===== config.mk =====
export PLATFORM = sky130hd
export DESIGN_NAME = sd_card_responder
export DESIGN_NICKNAME = d
export VERILOG_FILES = /design/src/rtl/sd_card_responder.sv
export SDC_FILE = /design/constraint.sdc
export NUM_CORES = 1
export LEC_CHECK = 0
export ABC_AREA = 0
export CAP_MARGIN = 20
export CORE_MARGIN = 1
export CORE_UTILIZATION = 45
export DETAILED_ROUTE_END_ITERATION = 8
export PLACE_DENSITY_LB_ADDON = 0.05
export SYNTH_ARGS = -nofsm -noshare
export SYNTH_HDL_FRONTEND = slang
export SYNTH_SLANG_ARGS = --single-unit

===== constraint.sdc =====
create_clock -name clock -period 7.2 [get_ports clock]
set_input_delay 0.72 -clock clock [delete_from_list [all_inputs] [get_ports clock]]
set_output_delay 0.72 -clock clock [all_outputs]
set_load 0.05 [all_outputs]

===== src/rtl/sd_card_responder.sv =====
// SPI-mode SD card model: decodes 48-bit commands, answers R1/R2/R7, serves block reads and writes
// through an external byte-wide synchronous memory. Define SD_RESPONDER_CRC_EN to check command CRC7.
`timescale 1ns/1ps
module sd_card_responder #(
  parameter int NUM_BLOCKS     = 1024,
  parameter int ACMD41_RETRIES = 2,
  parameter int BUSY_BYTES     = 4,
  localparam int BLK_W  = $clog2(NUM_BLOCKS),
  localparam int ADDR_W = BLK_W + 9
) (
  input  logic              clock,
  input  logic              reset,
  input  logic              sck,
  input  logic              cs_n,
  input  logic              mosi,
  output logic              miso,
  output logic [ADDR_W-1:0] mem_addr,
  input  logic [7:0]        mem_rd_data,
  output logic              mem_wr_en,
  output logic [7:0]        mem_wr_data,
  output logic              card_ready,
  output logic              busy
);

  typedef enum logic [3:0] {
    RX_CMD, NCR, TX_RESP, TX_NAC, TX_TOKEN, TX_DATA, TX_CRC,
    RX_WAIT_TOKEN, RX_DATA, RX_CRC, TX_DATA_RESP, TX_BUSY
  } state_t;

  typedef enum logic [1:0] {ACT_NONE, ACT_READ, ACT_WRITE} act_t;

  state_t state, state_next;

  logic [1:0] sck_sync, cs_sync, mosi_sync;
  logic       sck_prev;
  logic       cs_active, sck_rise, sck_fall, mosi_s;

  logic [2:0] bit_cnt;
  logic [6:0] rx_shift;
  logic       rx_done;
  logic [7:0] rx_byte;
  logic [7:0] tx_shift, tx_load, tx_next;

  logic [2:0]       cmd_cnt;
  logic [5:0]       cmd_idx;
  logic [31:0]      cmd_arg;
  logic [39:0]      resp_buf;
  logic [2:0]       resp_left;
  act_t             act_reg;
  logic [BLK_W-1:0] blk_reg;
  logic             ready_pend, app_flag;
  logic [7:0]       acmd_cnt;
  logic [9:0]       cnt;

  logic [39:0] ev_resp;
  logic [2:0]  ev_len;
  act_t        ev_act;
  logic        ev_app, ev_clear, ev_acmd_inc, ev_ready_pend;
  logic        crc_bad;
  logic [7:0]  idle_r1;

  assign idle_r1 = {7'b0, ~card_ready};

  always_ff @(posedge clock or posedge reset) begin
    if (reset) begin
      sck_sync  <= 2'b00;
      cs_sync   <= 2'b11;
      mosi_sync <= 2'b11;
      sck_prev  <= 1'b0;
    end else begin
      sck_sync  <= {sck_sync[0], sck};
      cs_sync   <= {cs_sync[0], cs_n};
      mosi_sync <= {mosi_sync[0], mosi};
      sck_prev  <= sck_sync[1];
    end
  end

  assign cs_active = ~cs_sync[1];
  assign mosi_s    = mosi_sync[1];
  assign sck_rise  = cs_active & sck_sync[1] & ~sck_prev;
  assign sck_fall  = cs_active & ~sck_sync[1] & sck_prev;
  assign rx_done   = sck_rise & (bit_cnt == 3'd7);
  assign rx_byte   = {rx_shift, mosi_s};

`ifdef SD_RESPONDER_CRC_EN
  logic [6:0] crc_reg;
  logic       crc_chk_en;

  function automatic logic [6:0] crc7_byte(input logic [6:0] c_in, input logic [7:0] d);
    logic [6:0] c;
    logic       fb;
    c = c_in;
    for (int i = 7; i >= 0; i--) begin
      fb = c[6] ^ d[i];
      c  = {c[5:0], 1'b0};
      if (fb) c = c ^ 7'h09;
    end
    return c;
  endfunction

  // CMD0 and CMD8 are always checked so a host can never lose the reset path.
  assign crc_bad = (crc_chk_en || cmd_idx == 6'd0 || cmd_idx == 6'd8) && (rx_byte[7:1] != crc_reg);
`else
  assign crc_bad = 1'b0;
`endif

  always_comb begin
    ev_resp       = {8'h04 | idle_r1, 32'hFFFF_FFFF};
    ev_len        = 3'd0;
    ev_act        = ACT_NONE;
    ev_app        = 1'b0;
    ev_clear      = 1'b0;
    ev_acmd_inc   = 1'b0;
    ev_ready_pend = 1'b0;
    case (cmd_idx)
      6'd0: begin
        ev_resp  = {8'h01, 32'hFFFF_FFFF};
        ev_clear = 1'b1;
      end
      6'd8: begin
        ev_resp = {idle_r1, 8'h00, 8'h00, 8'h01, cmd_arg[7:0]};
        ev_len  = 3'd4;
      end
      6'd59: ev_resp = {idle_r1, 32'hFFFF_FFFF};
      6'd55: begin
        ev_resp = {idle_r1, 32'hFFFF_FFFF};
        ev_app  = 1'b1;
      end
      6'd41: begin
        if (app_flag) begin
          if (card_ready) begin
            ev_resp = {8'h00, 32'hFFFF_FFFF};
          end else if (acmd_cnt < 8'(ACMD41_RETRIES)) begin
            ev_resp     = {8'h01, 32'hFFFF_FFFF};
            ev_acmd_inc = 1'b1;
          end else begin
            ev_resp       = {8'h00, 32'hFFFF_FFFF};
            ev_ready_pend = 1'b1;
          end
        end
      end
      6'd16: begin
        if (!card_ready)              ev_resp = {8'h05, 32'hFFFF_FFFF};
        else if (cmd_arg == 32'd512)  ev_resp = {8'h00, 32'hFFFF_FFFF};
        else                          ev_resp = {8'h40, 32'hFFFF_FFFF};
      end
      6'd13: begin
        if (!card_ready) begin
          ev_resp = {8'h05, 32'hFFFF_FFFF};
        end else begin
          ev_resp = {8'h00, 8'h00, 24'hFF_FFFF};
          ev_len  = 3'd1;
        end
      end
      6'd17, 6'd24: begin
        if (!card_ready) begin
          ev_resp = {8'h05, 32'hFFFF_FFFF};
        end else if (cmd_arg >= 32'(NUM_BLOCKS)) begin
          ev_resp = {8'h40, 32'hFFFF_FFFF};
        end else begin
          ev_resp = {8'h00, 32'hFFFF_FFFF};
          ev_act  = (cmd_idx == 6'd17) ? ACT_READ : ACT_WRITE;
        end
      end
      default: ;
    endcase
    if (crc_bad) begin
      ev_resp       = {8'h08 | idle_r1, 32'hFFFF_FFFF};
      ev_len        = 3'd0;
      ev_act        = ACT_NONE;
      ev_app        = 1'b0;
      ev_clear      = 1'b0;
      ev_acmd_inc   = 1'b0;
      ev_ready_pend = 1'b0;
    end
  end

  always_ff @(posedge clock or posedge reset) begin
    if (reset) state <= RX_CMD;
    else       state <= state_next;
  end

  // Decisions are made at the end of each received byte; tx_next is the byte for the following slot.
  always_comb begin
    state_next = state;
    tx_next    = 8'hFF;
    if (!cs_active) begin
      state_next = RX_CMD;
    end else if (rx_done) begin
      case (state)
        RX_CMD:  if (cmd_cnt == 3'd5) state_next = NCR;
        NCR: begin
          state_next = TX_RESP;
          tx_next    = resp_buf[39:32];
        end
        TX_RESP: begin
          if (resp_left != 3'd0)       tx_next = resp_buf[39:32];
          else if (act_reg == ACT_READ)  state_next = TX_NAC;
          else if (act_reg == ACT_WRITE) state_next = RX_WAIT_TOKEN;
          else                           state_next = RX_CMD;
        end
        TX_NAC: begin
          state_next = TX_TOKEN;
          tx_next    = 8'hFE;
        end
        TX_TOKEN: begin
          state_next = TX_DATA;
          tx_next    = mem_rd_data;
        end
        TX_DATA: begin
          if (cnt == 10'd511) state_next = TX_CRC;
          else                tx_next    = mem_rd_data;
        end
        TX_CRC:  if (cnt == 10'd1) state_next = RX_CMD;
        RX_WAIT_TOKEN: begin
          if (rx_byte == 8'hFE)      state_next = RX_DATA;
          else if (rx_byte != 8'hFF) state_next = RX_CMD;
        end
        RX_DATA: if (cnt == 10'd511) state_next = RX_CRC;
        RX_CRC: begin
          if (cnt == 10'd1) begin
            state_next = TX_DATA_RESP;
            tx_next    = 8'h05;
          end
        end
        TX_DATA_RESP: begin
          if (BUSY_BYTES == 0) begin
            state_next = RX_CMD;
          end else begin
            state_next = TX_BUSY;
            tx_next    = 8'h00;
          end
        end
        TX_BUSY: begin
          if (cnt == 10'(BUSY_BYTES - 1)) state_next = RX_CMD;
          else                            tx_next    = 8'h00;
        end
        default: state_next = RX_CMD;
      endcase
    end
  end

  always_ff @(posedge clock or posedge reset) begin
    if (reset) begin
      bit_cnt     <= 3'd0;
      rx_shift    <= 7'd0;
      tx_shift    <= 8'hFF;
      tx_load     <= 8'hFF;
      miso        <= 1'b1;
      cmd_cnt     <= 3'd0;
      cmd_idx     <= 6'd0;
      cmd_arg     <= 32'd0;
      resp_buf    <= 40'hFF_FFFF_FFFF;
      resp_left   <= 3'd0;
      act_reg     <= ACT_NONE;
      blk_reg     <= '0;
      ready_pend  <= 1'b0;
      app_flag    <= 1'b0;
      acmd_cnt    <= 8'd0;
      card_ready  <= 1'b0;
      busy        <= 1'b0;
      cnt         <= 10'd0;
      mem_addr    <= '0;
      mem_wr_en   <= 1'b0;
      mem_wr_data <= 8'd0;
`ifdef SD_RESPONDER_CRC_EN
      crc_reg     <= 7'd0;
      crc_chk_en  <= 1'b1;
`endif
    end else begin
      mem_wr_en <= 1'b0;
      if (!cs_active) begin
        bit_cnt    <= 3'd0;
        tx_shift   <= 8'hFF;
        tx_load    <= 8'hFF;
        miso       <= 1'b1;
        cmd_cnt    <= 3'd0;
        ready_pend <= 1'b0;
        busy       <= 1'b0;
        cnt        <= 10'd0;
      end else begin
        if (sck_rise) begin
          rx_shift <= rx_byte[6:0];
          bit_cnt  <= bit_cnt + 3'd1;
        end
        if (sck_fall) begin
          if (bit_cnt == 3'd0) begin
            tx_shift <= tx_load;
            miso     <= tx_load[7];
          end else begin
            tx_shift <= {tx_shift[6:0], 1'b1};
            miso     <= tx_shift[6];
          end
        end
        if (rx_done) begin
          tx_load <= tx_next;
          case (state)
            RX_CMD: begin
              if (cmd_cnt == 3'd0) begin
                if (rx_byte[7:6] == 2'b01) begin
                  cmd_idx <= rx_byte[5:0];
                  cmd_cnt <= 3'd1;
`ifdef SD_RESPONDER_CRC_EN
                  crc_reg <= crc7_byte(7'd0, rx_byte);
`endif
                end
              end else if (cmd_cnt != 3'd5) begin
                cmd_arg <= {cmd_arg[23:0], rx_byte};
                cmd_cnt <= cmd_cnt + 3'd1;
`ifdef SD_RESPONDER_CRC_EN
                crc_reg <= crc7_byte(crc_reg, rx_byte);
`endif
              end else begin
                cmd_cnt    <= 3'd0;
                resp_buf   <= ev_resp;
                resp_left  <= ev_len;
                act_reg    <= ev_act;
                blk_reg    <= cmd_arg[BLK_W-1:0];
                app_flag   <= ev_app;
                ready_pend <= ev_ready_pend;
                if (ev_clear) begin
                  card_ready <= 1'b0;
                  acmd_cnt   <= 8'd0;
                end
                if (ev_acmd_inc) acmd_cnt <= acmd_cnt + 8'd1;
`ifdef SD_RESPONDER_CRC_EN
                if (cmd_idx == 6'd59 && !crc_bad) crc_chk_en <= cmd_arg[0];
`endif
              end
            end
            NCR: resp_buf <= {resp_buf[31:0], 8'hFF};
            TX_RESP: begin
              if (resp_left != 3'd0) begin
                resp_buf  <= {resp_buf[31:0], 8'hFF};
                resp_left <= resp_left - 3'd1;
              end else begin
                if (ready_pend) card_ready <= 1'b1;
                ready_pend <= 1'b0;
                cnt        <= 10'd0;
                if (act_reg == ACT_READ) mem_addr <= {blk_reg, 9'd0};
              end
            end
            // Address for the byte after next goes out here, well ahead of its load.
            TX_TOKEN: begin
              mem_addr <= {blk_reg, 9'd1};
              cnt      <= 10'd0;
            end
            TX_DATA: begin
              mem_addr <= {blk_reg, 9'(cnt + 10'd2)};
              cnt      <= (cnt == 10'd511) ? 10'd0 : cnt + 10'd1;
            end
            TX_CRC, RX_CRC: cnt <= (cnt == 10'd1) ? 10'd0 : cnt + 10'd1;
            RX_WAIT_TOKEN: begin
              if (rx_byte == 8'hFE) begin
                busy <= 1'b1;
                cnt  <= 10'd0;
              end
            end
            RX_DATA: begin
              mem_wr_en   <= 1'b1;
              mem_addr    <= {blk_reg, cnt[8:0]};
              mem_wr_data <= rx_byte;
              cnt         <= (cnt == 10'd511) ? 10'd0 : cnt + 10'd1;
            end
            TX_DATA_RESP: begin
              cnt <= 10'd0;
              if (BUSY_BYTES == 0) busy <= 1'b0;
            end
            TX_BUSY: begin
              if (cnt == 10'(BUSY_BYTES - 1)) begin
                busy <= 1'b0;
                cnt  <= 10'd0;
              end else begin
                cnt <= cnt + 10'd1;
              end
            end
            default: ;
          endcase
        end
      end
    end
  end

endmodule


==> flow_summary.toml <==
[outcome]
run_status = "finished, final reports clean"

[clocking]
insertion_delay_ns = 0.44
clkTransAtPathRegs_ns = 0.08
cts_buffers = 17
cts_root_buffer = "clkbuf_16"
clock-sinks = 183
cts_tree = "yes"
cts.repair_timing.setup_buffer_count = 0
postCtsResizedCells = 0
cts_max_path_buffers = 2
h-tree-depth = 4
cts_hold_buffers = 0

[drt]
antenna_left = 0
route.detailed.drc = 0
num_vias = 6317
first_iter_violations = 353
wl_per_cell_um = 17.7
viasPerCell = 5.68
postRouteWirelength_um = 19700
dr.pass1.iters = 5

[layout]
layout-drive-gt1-share_pct = 21.8
area_growth_pct = 13.8
reg_top3 = "resp_buf x40, cmd_arg x32, mem_addr x19"
largest_reg_flops = 40
nets = 864
diodes = 0
finalInstanceArea_mm2 = 0.0100
finish.utilization_pct = 52.8
top_register = "resp_buf"

[job]
drv_cap = 0

[pwr]
seq_power_share_pct = 50.9
intPower_w = 0.00159
p_sw_w = 0.000540
p_comb_share_pct = 3.5
peakVddDrop_uv = 165
clkPwrFrac_pct = 45.6
power_density_mw_per_mm2 = 213
p_leak_nw = 4.33
switching_share_pct = 25.3

[die]
initial_utilization_pct = 46.4
die_w_um = 142
die-area_mm2 = 0.0201
core-area_mm2 = 0.0190
num_rows = 50
die_h_um = 142
io_pins = 44

[setup_path]
endpoint_kind = "flip-flop"
crit_family = "simple AND/OR/NAND/NOR gates"
crit_fanout = 34
reg2reg_from = "state[0]$_DFFE_PP0P_"
required_ns = 7.54
worstPathCellList = "xor2_1, nand2_1, nand3_1, o21ai_0, o21ai_0"
crit_buf_inv = 0
arrival_ns = 3.63
critPathKind = "flip-flop to flip-flop"
cp-start-kind = "flip-flop"
slowest_stage = "dfrtp_1"
startpoint = "state[0]$_DFFE_PP0P_"
cpPeakStageDelay_ns = 0.97
crit_path_frequent_cell = "o21ai_0"

[synth]
syn_nets = 849
yosys_warnings = 0
avgSynthCellArea_um2 = 10.7
synth-seq-cells = 183
synth-main-ff-cell = "dfrtp_1"
synth_seq_area_share_pct = 52.9
synth_edf_count = 0
synth_top_area_cell = "dfrtp_1"
synth_async_sr_flop_share_pct = 100
synth_area_mm2 = 0.00880
ys_top_cells_by_count = "123 x dfrtp_1, 105 x nand2_1, 72 x o21ai_0, 61 x mux2_2, 60 x dfstp_2"
post-synth-top-count-cell = "dfrtp_1"
synthCells = 825
ys_types = 77
synth.area.top_cells = "dfrtp_1 35%, dfstp_2 18%, mux2_2 7.8%"
synth_top_area_share_pct = 35.0

[global_route]
first_global_vias = 6171
grt_max_degree = 98
grt.overflow.total = 0
grt_pass1_wl_um = 32400
grt_util_all_layers_pct = 20.6
antenna_found_initial = 1

[placement]
gp_congestion = 0.881
port-buffer-count = 43
placed_area_mm2 = 0.00935
dpl.hpwl_um = 13200
place_ws_ns = 3.74

[timing]
rsz0062_at_grt = "false"
timing.final.ws_setup_ns = 3.91
finalCriticalPeriod_ns = 3.29
min_period_over_period_pct = 45.7
fin_setup_tns_ns = 0
fin_hold_ws_ns = 0.362
setup_viol = 0
skew_ns = 0.0130
worstMarginPinSlew_ns = 1.03
max_slew_margin_pct = 30.8
hold_viol_final = 0
slew_viol_final = 0
max_freq_ghz = 0.304

[min_path]
hp-start = "cs_sync[0]$_DFF_PP1_"
hold_class = "flip-flop to flip-flop"
[final cells by class]
| class | count | area (µm²) |
|---|---|---|
| repair buffers | 49 | 493 |
| clock inverters | 15 | 206 |
| multi-input cells | 564 | 3810 |
| inverters | 25 | 98.8 |
| flip-flops and latches | 183 | 4650 |
| clock buffers | 17 | 425 |
| well taps | 260 | 325 |
| fillers | 1685 | 8940 |
[metal layers]
layer / global-route usage, % / up-vias / part of all wire, %
li1: - / 3020 / -
met1: 27.9 / 3162 / 47
met2: 33.3 / 114 / 48
met3: 4.32 / 19 / 3.4
met4: 6.40 / 2 / 1.2
met5: 0 / - / 0.066
[metrics by stage]
stage               std cells  power, W
floorplan                 825   0.00114
global placement         1079   0.00117
detailed placement       1079   0.00118
CTS                      1111   0.00215
global route             1113   0.00221
finish                   1113   0.00213
[path summary, 6_finish.rpt]
path | endpoint | cells after the start | slack, ns
setup / recovery | resp_buf[10]$_DFFE_PP1P_ | 5 | 3.91
hold / removal | cs_sync[1]$_DFF_PP1_ | 0 | 0.36
hold reg to reg | cs_sync[1]$_DFF_PP1_ | 0 | 0.36
setup reg to reg | resp_buf[10]$_DFFE_PP1P_ | 5 | 3.91
max in group asynchronous | tx_shift[2]$_DFFE_PP1P_ | 4 | 5.10
min in group asynchronous | mem_wr_data[2]$_DFFE_PP0P_ | 2 | 0.80
[cell families (layout without fill, tap and decap cells)]
group                      after synthesis  after routing  synth area share (%)
xor gates and xnor gates                 5              5                 0.498
DFF                                    183            183                  52.9
buffers and inverters                   78            106                  3.83
AOI/OAI and AO/OA                      194            194                  14.4
adders and majority gates               11             11                  1.56
muxes                                   77             77                  9.91
and+or+nand+nor                        277            277                  16.9
[power groups by stage]
| stage | logic, W | registers [W] | clock network [W] |
|---|---|---|---|
| finish | 0.0000736 | 0.00109 | 0.000972 |
| global route | 0.0000837 | 0.00109 | 0.00104 |
| CTS | 0.0000742 | 0.00109 | 0.000993 |
| detailed placement | 0.0000739 | 0.00110 | 0 |
| global placement | 0.0000709 | 0.00110 | 0 |
| floorplan | 0.0000534 | 0.00109 | 0 |
[cell usage in the layout (no fill, tap or decap), types with 5 or more instances in the layout]
cell type / n
and3_1: 10
nand2_1: 105
or3_1: 5
dfstp_2: 60
nor3_1: 18
ha_1: 11
inv_1: 24
o31ai_1: 8
a22o_1: 12
o211ai_1: 11
nor2_1: 43
a21oi_1: 28
nor2b_1: 12
nor4_1: 9
mux2_4: 5
clkinv_8: 5
and2_1: 9
mux2_2: 61
mux2i_1: 11
nand4_1: 8
o21ai_0: 72
clkdlybuf4s50_1: 43
a22oi_1: 8
clkbuf_16: 17
dfrtp_1: 123
nand3_1: 10
a221oi_1: 10
nand2b_1: 6
(Power assumes the default switching activity.)
